### src/rtl/axi4stream_rr_arbiter_pkg.sv
// axi4stream_pkg: shared state type, index width and slice-offset helpers for stream arbiters
package axi4stream_pkg;
  typedef enum logic {IDLE, BUSY} state_e;
  function automatic int idx_w(int k);
    return (k > 1) ? $clog2(k) : 1;
  endfunction
  function automatic int lo(int w, int i);
    return w * i;
  endfunction
endpackage

### src/rtl/axi4stream_rr_arbiter_if.sv
// axi4stream_rr_arbiter_if: K flattened input streams, one output stream, grant status
interface axi4stream_rr_arbiter_if #(parameter int K = 2, parameter int N = 4, parameter int I = 1, parameter int D = 1, parameter int U = 1);
  localparam int W = axi4stream_pkg::idx_w(K);
  logic [K-1:0] S_TVALID, S_TREADY, S_TLAST;
  logic [K*8*N-1:0] S_TDATA;
  logic [K*N-1:0] S_TSTRB, S_TKEEP;
  logic [K*I-1:0] S_TID;
  logic [K*D-1:0] S_TDEST;
  logic [K*U-1:0] S_TUSER;
  logic M_TVALID, M_TREADY, M_TLAST;
  logic [8*N-1:0] M_TDATA;
  logic [N-1:0] M_TSTRB, M_TKEEP;
  logic [I-1:0] M_TID;
  logic [D-1:0] M_TDEST;
  logic [U-1:0] M_TUSER;
  logic [W-1:0] GRANT;
  logic BUSY;
  modport slave (
    input S_TVALID, S_TDATA, S_TSTRB, S_TKEEP, S_TLAST, S_TID, S_TDEST, S_TUSER, M_TREADY,
    output S_TREADY, M_TVALID, M_TDATA, M_TSTRB, M_TKEEP, M_TLAST, M_TID, M_TDEST, M_TUSER, GRANT, BUSY
  );
  modport master (
    output S_TVALID, S_TDATA, S_TSTRB, S_TKEEP, S_TLAST, S_TID, S_TDEST, S_TUSER, M_TREADY,
    input S_TREADY, M_TVALID, M_TDATA, M_TSTRB, M_TKEEP, M_TLAST, M_TID, M_TDEST, M_TUSER, GRANT, BUSY
  );
endinterface

### src/rtl/axi4stream_rr_arbiter_pick.sv
// rr_pick: first set request at or after ptr, wrapping at K
module rr_pick import axi4stream_pkg::*; #(
  parameter int K = 2,
  localparam int W = idx_w(K)
) (
  input  logic [K-1:0] req,
  input  logic [W-1:0] ptr,
  output logic         found,
  output logic [W-1:0] idx
);
  // descending scan so the smallest offset from ptr is the last one written
  always_comb begin
    found = 1'b0;
    idx = '0;
    for (int i = K - 1; i >= 0; i--) begin
      if (req[(int'(ptr) + i) % K]) begin
        found = 1'b1;
        idx = W'((int'(ptr) + i) % K);
      end
    end
  end
endmodule

### src/rtl/axi4stream_rr_arbiter.sv
// axi4stream_rr_arbiter: packet-level round-robin share of one AXI4-Stream output among K inputs
module axi4stream_rr_arbiter import axi4stream_pkg::*; #(
  parameter int K = 2,
  parameter int N = 4,
  parameter int I = 1,
  parameter int D = 1,
  parameter int U = 1
) (
  input logic ACLK,
  input logic ARESETn,
  axi4stream_rr_arbiter_if.slave bus
);
  localparam int W = idx_w(K);
  state_e state_q, state_d;
  logic [W-1:0] grant_q, grant_d, ptr_q, ptr_d, pick_idx;
  logic pick_found, busy, done;
  rr_pick #(.K(K)) u_pick (.req(bus.S_TVALID), .ptr(ptr_q), .found(pick_found), .idx(pick_idx));
  assign busy = state_q == BUSY;
  always_comb begin
    bus.BUSY = busy;
    bus.GRANT = busy ? grant_q : '0;
    bus.M_TVALID = busy & bus.S_TVALID[grant_q];
    bus.M_TDATA = busy ? bus.S_TDATA[lo(8*N, int'(grant_q)) +: 8*N] : '0;
    bus.M_TSTRB = busy ? bus.S_TSTRB[lo(N, int'(grant_q)) +: N] : '0;
    bus.M_TKEEP = busy ? bus.S_TKEEP[lo(N, int'(grant_q)) +: N] : '0;
    bus.M_TLAST = busy & bus.S_TLAST[grant_q];
    bus.M_TID = busy ? bus.S_TID[lo(I, int'(grant_q)) +: I] : '0;
    bus.M_TDEST = busy ? bus.S_TDEST[lo(D, int'(grant_q)) +: D] : '0;
    bus.M_TUSER = busy ? bus.S_TUSER[lo(U, int'(grant_q)) +: U] : '0;
    bus.S_TREADY = busy ? (K'(bus.M_TREADY) << grant_q) : '0;
    done = bus.M_TVALID & bus.M_TREADY & bus.M_TLAST;
    state_d = state_q;
    grant_d = grant_q;
    ptr_d = ptr_q;
    if (!busy && pick_found) begin
      state_d = BUSY;
      grant_d = pick_idx;
    end
    // explicit wrap at K so non-power-of-two K never yields an out-of-range pointer
    if (busy && done) begin
      state_d = IDLE;
      ptr_d = (int'(grant_q) == K - 1) ? '0 : grant_q + 1'b1;
    end
  end
  always_ff @(posedge ACLK) begin
    if (!ARESETn) begin
      state_q <= IDLE;
      grant_q <= '0;
      ptr_q <= '0;
    end else begin
      state_q <= state_d;
      grant_q <= grant_d;
      ptr_q <= ptr_d;
    end
  end
endmodule

### src/flat_wrapper.sv
// flat-port wrapper written by rule: the top's interface ports become plain ports
module axi4stream_rr_arbiter_flat import axi4stream_pkg::*;
#(
  parameter int K = 2,
  parameter int N = 4,
  parameter int I = 1,
  parameter int D = 1,
  parameter int U = 1
)
  (ACLK, ARESETn, bus_S_TVALID, bus_S_TDATA, bus_S_TSTRB, bus_S_TKEEP, bus_S_TLAST, bus_S_TID, bus_S_TDEST, bus_S_TUSER, bus_M_TREADY, bus_S_TREADY, bus_M_TVALID, bus_M_TDATA, bus_M_TSTRB, bus_M_TKEEP, bus_M_TLAST, bus_M_TID, bus_M_TDEST, bus_M_TUSER, bus_GRANT, bus_BUSY);
  axi4stream_rr_arbiter_if #(.K(K), .N(N), .I(I), .D(D), .U(U)) bus_i ();
  input logic ACLK;
  input logic ARESETn;
  input wire logic [$bits(bus_i.S_TVALID)-1:0] bus_S_TVALID;
  input wire logic [$bits(bus_i.S_TDATA)-1:0] bus_S_TDATA;
  input wire logic [$bits(bus_i.S_TSTRB)-1:0] bus_S_TSTRB;
  input wire logic [$bits(bus_i.S_TKEEP)-1:0] bus_S_TKEEP;
  input wire logic [$bits(bus_i.S_TLAST)-1:0] bus_S_TLAST;
  input wire logic [$bits(bus_i.S_TID)-1:0] bus_S_TID;
  input wire logic [$bits(bus_i.S_TDEST)-1:0] bus_S_TDEST;
  input wire logic [$bits(bus_i.S_TUSER)-1:0] bus_S_TUSER;
  input wire logic [$bits(bus_i.M_TREADY)-1:0] bus_M_TREADY;
  output wire logic [$bits(bus_i.S_TREADY)-1:0] bus_S_TREADY;
  output wire logic [$bits(bus_i.M_TVALID)-1:0] bus_M_TVALID;
  output wire logic [$bits(bus_i.M_TDATA)-1:0] bus_M_TDATA;
  output wire logic [$bits(bus_i.M_TSTRB)-1:0] bus_M_TSTRB;
  output wire logic [$bits(bus_i.M_TKEEP)-1:0] bus_M_TKEEP;
  output wire logic [$bits(bus_i.M_TLAST)-1:0] bus_M_TLAST;
  output wire logic [$bits(bus_i.M_TID)-1:0] bus_M_TID;
  output wire logic [$bits(bus_i.M_TDEST)-1:0] bus_M_TDEST;
  output wire logic [$bits(bus_i.M_TUSER)-1:0] bus_M_TUSER;
  output wire logic [$bits(bus_i.GRANT)-1:0] bus_GRANT;
  output wire logic [$bits(bus_i.BUSY)-1:0] bus_BUSY;
  assign bus_i.S_TVALID = bus_S_TVALID;
  assign bus_i.S_TDATA = bus_S_TDATA;
  assign bus_i.S_TSTRB = bus_S_TSTRB;
  assign bus_i.S_TKEEP = bus_S_TKEEP;
  assign bus_i.S_TLAST = bus_S_TLAST;
  assign bus_i.S_TID = bus_S_TID;
  assign bus_i.S_TDEST = bus_S_TDEST;
  assign bus_i.S_TUSER = bus_S_TUSER;
  assign bus_i.M_TREADY = bus_M_TREADY;
  assign bus_S_TREADY = bus_i.S_TREADY;
  assign bus_M_TVALID = bus_i.M_TVALID;
  assign bus_M_TDATA = bus_i.M_TDATA;
  assign bus_M_TSTRB = bus_i.M_TSTRB;
  assign bus_M_TKEEP = bus_i.M_TKEEP;
  assign bus_M_TLAST = bus_i.M_TLAST;
  assign bus_M_TID = bus_i.M_TID;
  assign bus_M_TDEST = bus_i.M_TDEST;
  assign bus_M_TUSER = bus_i.M_TUSER;
  assign bus_GRANT = bus_i.GRANT;
  assign bus_BUSY = bus_i.BUSY;
  axi4stream_rr_arbiter #(.K(K), .N(N), .I(I), .D(D), .U(U)) u_core (.ACLK(ACLK), .ARESETn(ARESETn), .bus(bus_i));
endmodule
### config.mk
export PLATFORM = sky130hd
export DESIGN_NAME = axi4stream_rr_arbiter_flat
export DESIGN_NICKNAME = d
export VERILOG_FILES = /design/src/rtl/axi4stream_rr_arbiter_pkg.sv /design/src/rtl/axi4stream_rr_arbiter_if.sv /design/src/rtl/axi4stream_rr_arbiter_pick.sv /design/src/rtl/axi4stream_rr_arbiter.sv /design/src/flat_wrapper.sv
export SDC_FILE = /design/constraint.sdc
export NUM_CORES = 1
export LEC_CHECK = 0
export CORE_AREA = 2 2 56 58
export DETAILED_ROUTE_END_ITERATION = 16
export DIE_AREA = 0 0 58 60
export DONT_BUFFER_PORTS = 1
export SKIP_CTS_REPAIR_TIMING = 1
export SYNTH_ARGS = -nofsm -noshare
export SYNTH_HDL_FRONTEND = slang
export SYNTH_SLANG_ARGS = --single-unit
### constraint.sdc
create_clock -name ACLK -period 1.8 [get_ports ACLK]
set_input_delay 0.18 -clock ACLK [delete_from_list [all_inputs] [get_ports ACLK]]
set_output_delay 0.18 -clock ACLK [all_outputs]
set_load 0.1 [all_outputs]
Yosys cells after proc, flatten, opt, wreduce, memory -nomap -nowiden
Index checks and enable logic that the tools add are counted.
W data, S select, Z words.
Word-level totals
  register bits after elaboration: 3
Operators by class
  bitwise operators: 6
  reduce and logical (&&, ||, !) cells: 4
  $add $sub $neg: 2
  muxes and demuxes: 22
  shift-type cells: 7
  magnitude comparators: 3
Operators by type and width (count)
  $shiftx A64 B7 Y32: 1
  $mux W32: 1
  $mux W1: 18
  $shiftx A8 B4 Y4: 2
  $mux W4: 2
  $shiftx A2 B2 Y1: 3
  $and A1 B1 Y1: 4
  $lt A1 B2 Y1 const B: 2
  $lt A2 B3 Y1 const B: 1
  $add A1 B1 Y1 const B: 2
  $logic_and A1 B1 Y1: 2
  $mux W2: 1
  $reduce_or A2 Y1: 1
  $shl A1 B1 Y2: 1
  $and A1 B1 Y1 const A: 1
  $logic_not A1 Y1: 1
  $not A1 Y1: 1

Depth between registers and ports, before layout
  depth in word-level cells: 8
  mapped depth: 5
  gate-level depth less buffers: 3

Cells and area by module
From an unflattened synthesis, not the netlist that was laid out.
Unflattened totals
  cell total of the unflattened synthesis: 119
  area, all modules: 945.9 sq um
Modules (own cells, without submodules)
  axi4stream_rr_arbiter: area each 928.4 sq um, cells an instance 116, instances 1
  rr_pick: area each 17.5 sq um, cells an instance 3, instances 1

Worst setup path after synthesis
Ideal clock, no wire load.
  path type: register to output
  start: reg u_core.state_q (netlist: u_core.bus.BUSY)
  end: out bus_M_TKEEP[0]
  setup slack: -1.230 ns
  arrival time: 2.850 ns
  data required time: 1.620 ns
  stages on the path, launching flop included: 5
  cells stage by stage: dfxtp_1 -> inv_1 -> clkbuf_1 -> buf_1 -> nor2_1
Between the ends
  cells in the longest elaborated chain, start to end: 1
Ends and longest elaborated chain
  from (decl): line axi4stream_rr_arbiter.sv:14  | state_e state_q, state_d;
  from (signal assigned): line axi4stream_rr_arbiter.sv:51  | state_q <= state_d;
  $mux W4: line axi4stream_rr_arbiter.sv:25  | bus.M_TKEEP = busy ? bus.S_TKEEP[lo(N, int'(grant_q)) +: N] : '0;
  to (decl): line flat_wrapper.sv:27  | output wire logic [$bits(bus_i.M_TKEEP)-1:0] bus_M_TKEEP;
No other way between the ends.

Final worst setup path
  start: reg u_core.grant_q
  end: out bus_M_TDATA[15]
Between the ends
  cells in the longest elaborated chain, start to end: 2
Ends and longest elaborated chain
  from (decl): line axi4stream_rr_arbiter.sv:15  | logic [W-1:0] grant_q, grant_d, ptr_q, ptr_d, pick_idx;
  from (signal assigned): line axi4stream_rr_arbiter.sv:52  | grant_q <= grant_d;
  $shiftx A64 B7 Y32: line axi4stream_rr_arbiter.sv:23  | bus.M_TDATA = busy ? bus.S_TDATA[lo(8*N, int'(grant_q)) +: 8*N] : '0;
  $mux W32: line axi4stream_rr_arbiter.sv:23
  to (decl): line flat_wrapper.sv:25  | output wire logic [$bits(bus_i.M_TDATA)-1:0] bus_M_TDATA;
No other way between the ends.

==> results.toml <==
[critical_path]
worstSetupStartpointType = "register"
cp_cell_sequence = "buf_12 -> mux2i_1 -> nor2_4 -> buf_12"
required_ns = 1.62
crit_top_cell = "buf_12"
cpMaxStageDelayCell = "dfxtp_2"
critical_path_class = "register to primary output"
crit_arrival_ns = 1.49
slowest_delay_ns = 0.41
crit_family = "buffers and inverters"
crit_fanout = 30
endpoint_kind = "primary output"
path_buf_inv = 2

[layout]
n_antenna_cell = 0
final_net_count = 258
drive_gt1_frac = 0.659
syn_to_final_growth_pct = 166
layout_common_cells = "buf_12 (50), mux2i_1 (46), nor2_4 (41)"
stdcell_count = 197
layout_commonest_cell = "buf_12"

[clock_network]
h-tree-depth = 1
clk_pin_slew_ns = 0.04
clk_path_buf_depth = 2
clock_sinks = 3
clock_latency_ns = 0.24
cts_tree = "yes"
cts_buffers = 3
cts_root_buffer = "clkbuf_4"

[pwr]
pwr-share-clk = 0.086
power.leakage_nw = 0.765
total_power_w = 0.00143
power_density_mw_per_mm2 = 654
switching_share = 0.605
seq_power_share = 0.055
vdd_ir_drop_max_mv = 0.435
combPwrFrac = 0.859
switchingPower_w = 0.000868
cell_internal_pwr_w = 0.000566

[global_routing]
grt_max_degree = 31
grt_antenna_before_repair = 0
overflow = 0
grt_pass1_vias = 1111
track_usage = 0.190
grt_pass1_wl_um = 5110

[flow_run]
cap_violations = 0

[timing]
clock_skew_ns = 0.00121
setup-tns-final_ns = 0
slew_headroom = 0.630
final_max_slew_viol_count = 0
final_hold_viol_count = 0
worst_slew_pin_slew_ns = 0.554
rsz0062_at_grt = "false"
finalSetupViolations = 0
layout_min_cycle_time_ns = 1.67
fmax_ghz = 0.599
setup_ws_ns = 0.131
period_share = 0.927

[synth]
syn_area_um2 = 825
synth.distinct_cells = 17
syn_nets = 211
ys_ff_latch = 3
yosys_warnings = 0
synth_cells = 118
syn_avg_cell_area_um2 = 6.99
seq_area_frac_synth = 0.0728

[drt]
wl_per_cell_um = 17.4
first_pass_iters = 4
via_per_inst = 5.32
detail-route-antenna-nets = 0
via_count = 1048
drt_iter0_drc = 16
route.detailed.drc = 0
routed_wl_um = 3430

[run_status]
status = "finished clean"

[die]
coreArea_mm2 = 0.00290
die_w_um = 58
dieArea_mm2 = 0.00348
fp.dieH_um = 60
initial_core_util = 0.284
rows = 20
ios = 142

[place]
gp_congestion = 0.685
dp_cells = 193
dp_hpwl_um = 3080
io_buffers = 0
dp_slack_ns = 0.371

[worst_hold_path]
hold_path.class = "primary input to register"
-- metrics by stage --
stage	utilization	cell area [um^2]	hold WS (ns)
2_1_floorplan	-	1160	0.316
3_3_place_gp	0.746	2170	0.321
3_5_place_dp	0.746	2170	0.326
4_1_cts	0.755	2190	0.0790
5_1_grt	0.755	2190	0.0799
6_report	0.755	2190	0.0797
-- cells by family after synthesis --
kind of cell / count (synthesis) / share of synthesized area
buffers and inverters: 13 / 0.0743
multiplexers: 46 / 0.558
AO/OA/AOI/OAI: 4 / 0.0364
AND/OR/NAND/NOR: 52 / 0.258
flip-flops: 3 / 0.0728
-- final timing paths --
check	endpoint	depth (start not counted)	slack (ns)	from
max reg2reg	u_core.ptr_q	3	0.42	u_core.grant_q
min reg2reg	u_core.ptr_q	2	0.47	u_core.ptr_q
min	u_core.bus.BUSY	1	0.08	ARESETn
max	bus_M_TDATA[15]	4	0.13	u_core.grant_q
-- area by class of cell --
cell class,count,area [um^2]
Timing Repair Buffer,53,1020
Clock buffer,4,26.3
Sequential cell,3,65.1
Inverter,2,10.0
Tap cell,33,41.3
Fill cell,204,711
Multi-Input combinational cell,102,1030
-- synth_stat cells --
cell type / number / area [um^2]
buf_2: 4 / 20.0
and3_1: 1 / 6.26
a21boi_1: 1 / 7.51
o211ai_1: 1 / 7.51
nand2b_1: 1 / 6.26
and2_1: 1 / 6.26
mux2i_1: 46 / 460
o311a_1: 1 / 10.0
buf_4: 2 / 15.0
nor2_1: 46 / 173
inv_1: 2 / 7.51
dfxtp_1: 3 / 60.1
clkbuf_1: 4 / 15.0
o21ai_1: 1 / 5.00
buf_1: 1 / 3.75
nand2_1: 2 / 7.51
or4b_4: 1 / 13.8
-- power groups by stage --
stage	combinational (W)	sequential [W]	clock, W
floorplan	0.000848	0.0000879	0
global placement	0.00122	0.0000790	0
detailed placement	0.00124	0.0000799	0
CTS	0.00124	0.0000787	0.000126
global route	0.00127	0.0000796	0.000137
finish	0.00123	0.0000786	0.000123
-- sequential cells by signal, summed over array words and instances, names as in the netlist --
register         count
u_core.bus.BUSY      1
u_core.grant_q       1
u_core.ptr_q         1
-- per-layer routing --
layer  wire length, um  vias up  global-route usage  part of all wire
met1              1020      460               0.190              0.30
met3               372        4              0.0325              0.11
li1                  -      492                   -                 -
met4                36        0              0.0598             0.010
met5                 0        -                   0                 0
met2              2010       92               0.391              0.58
Power figures use the tool's default switching activity.
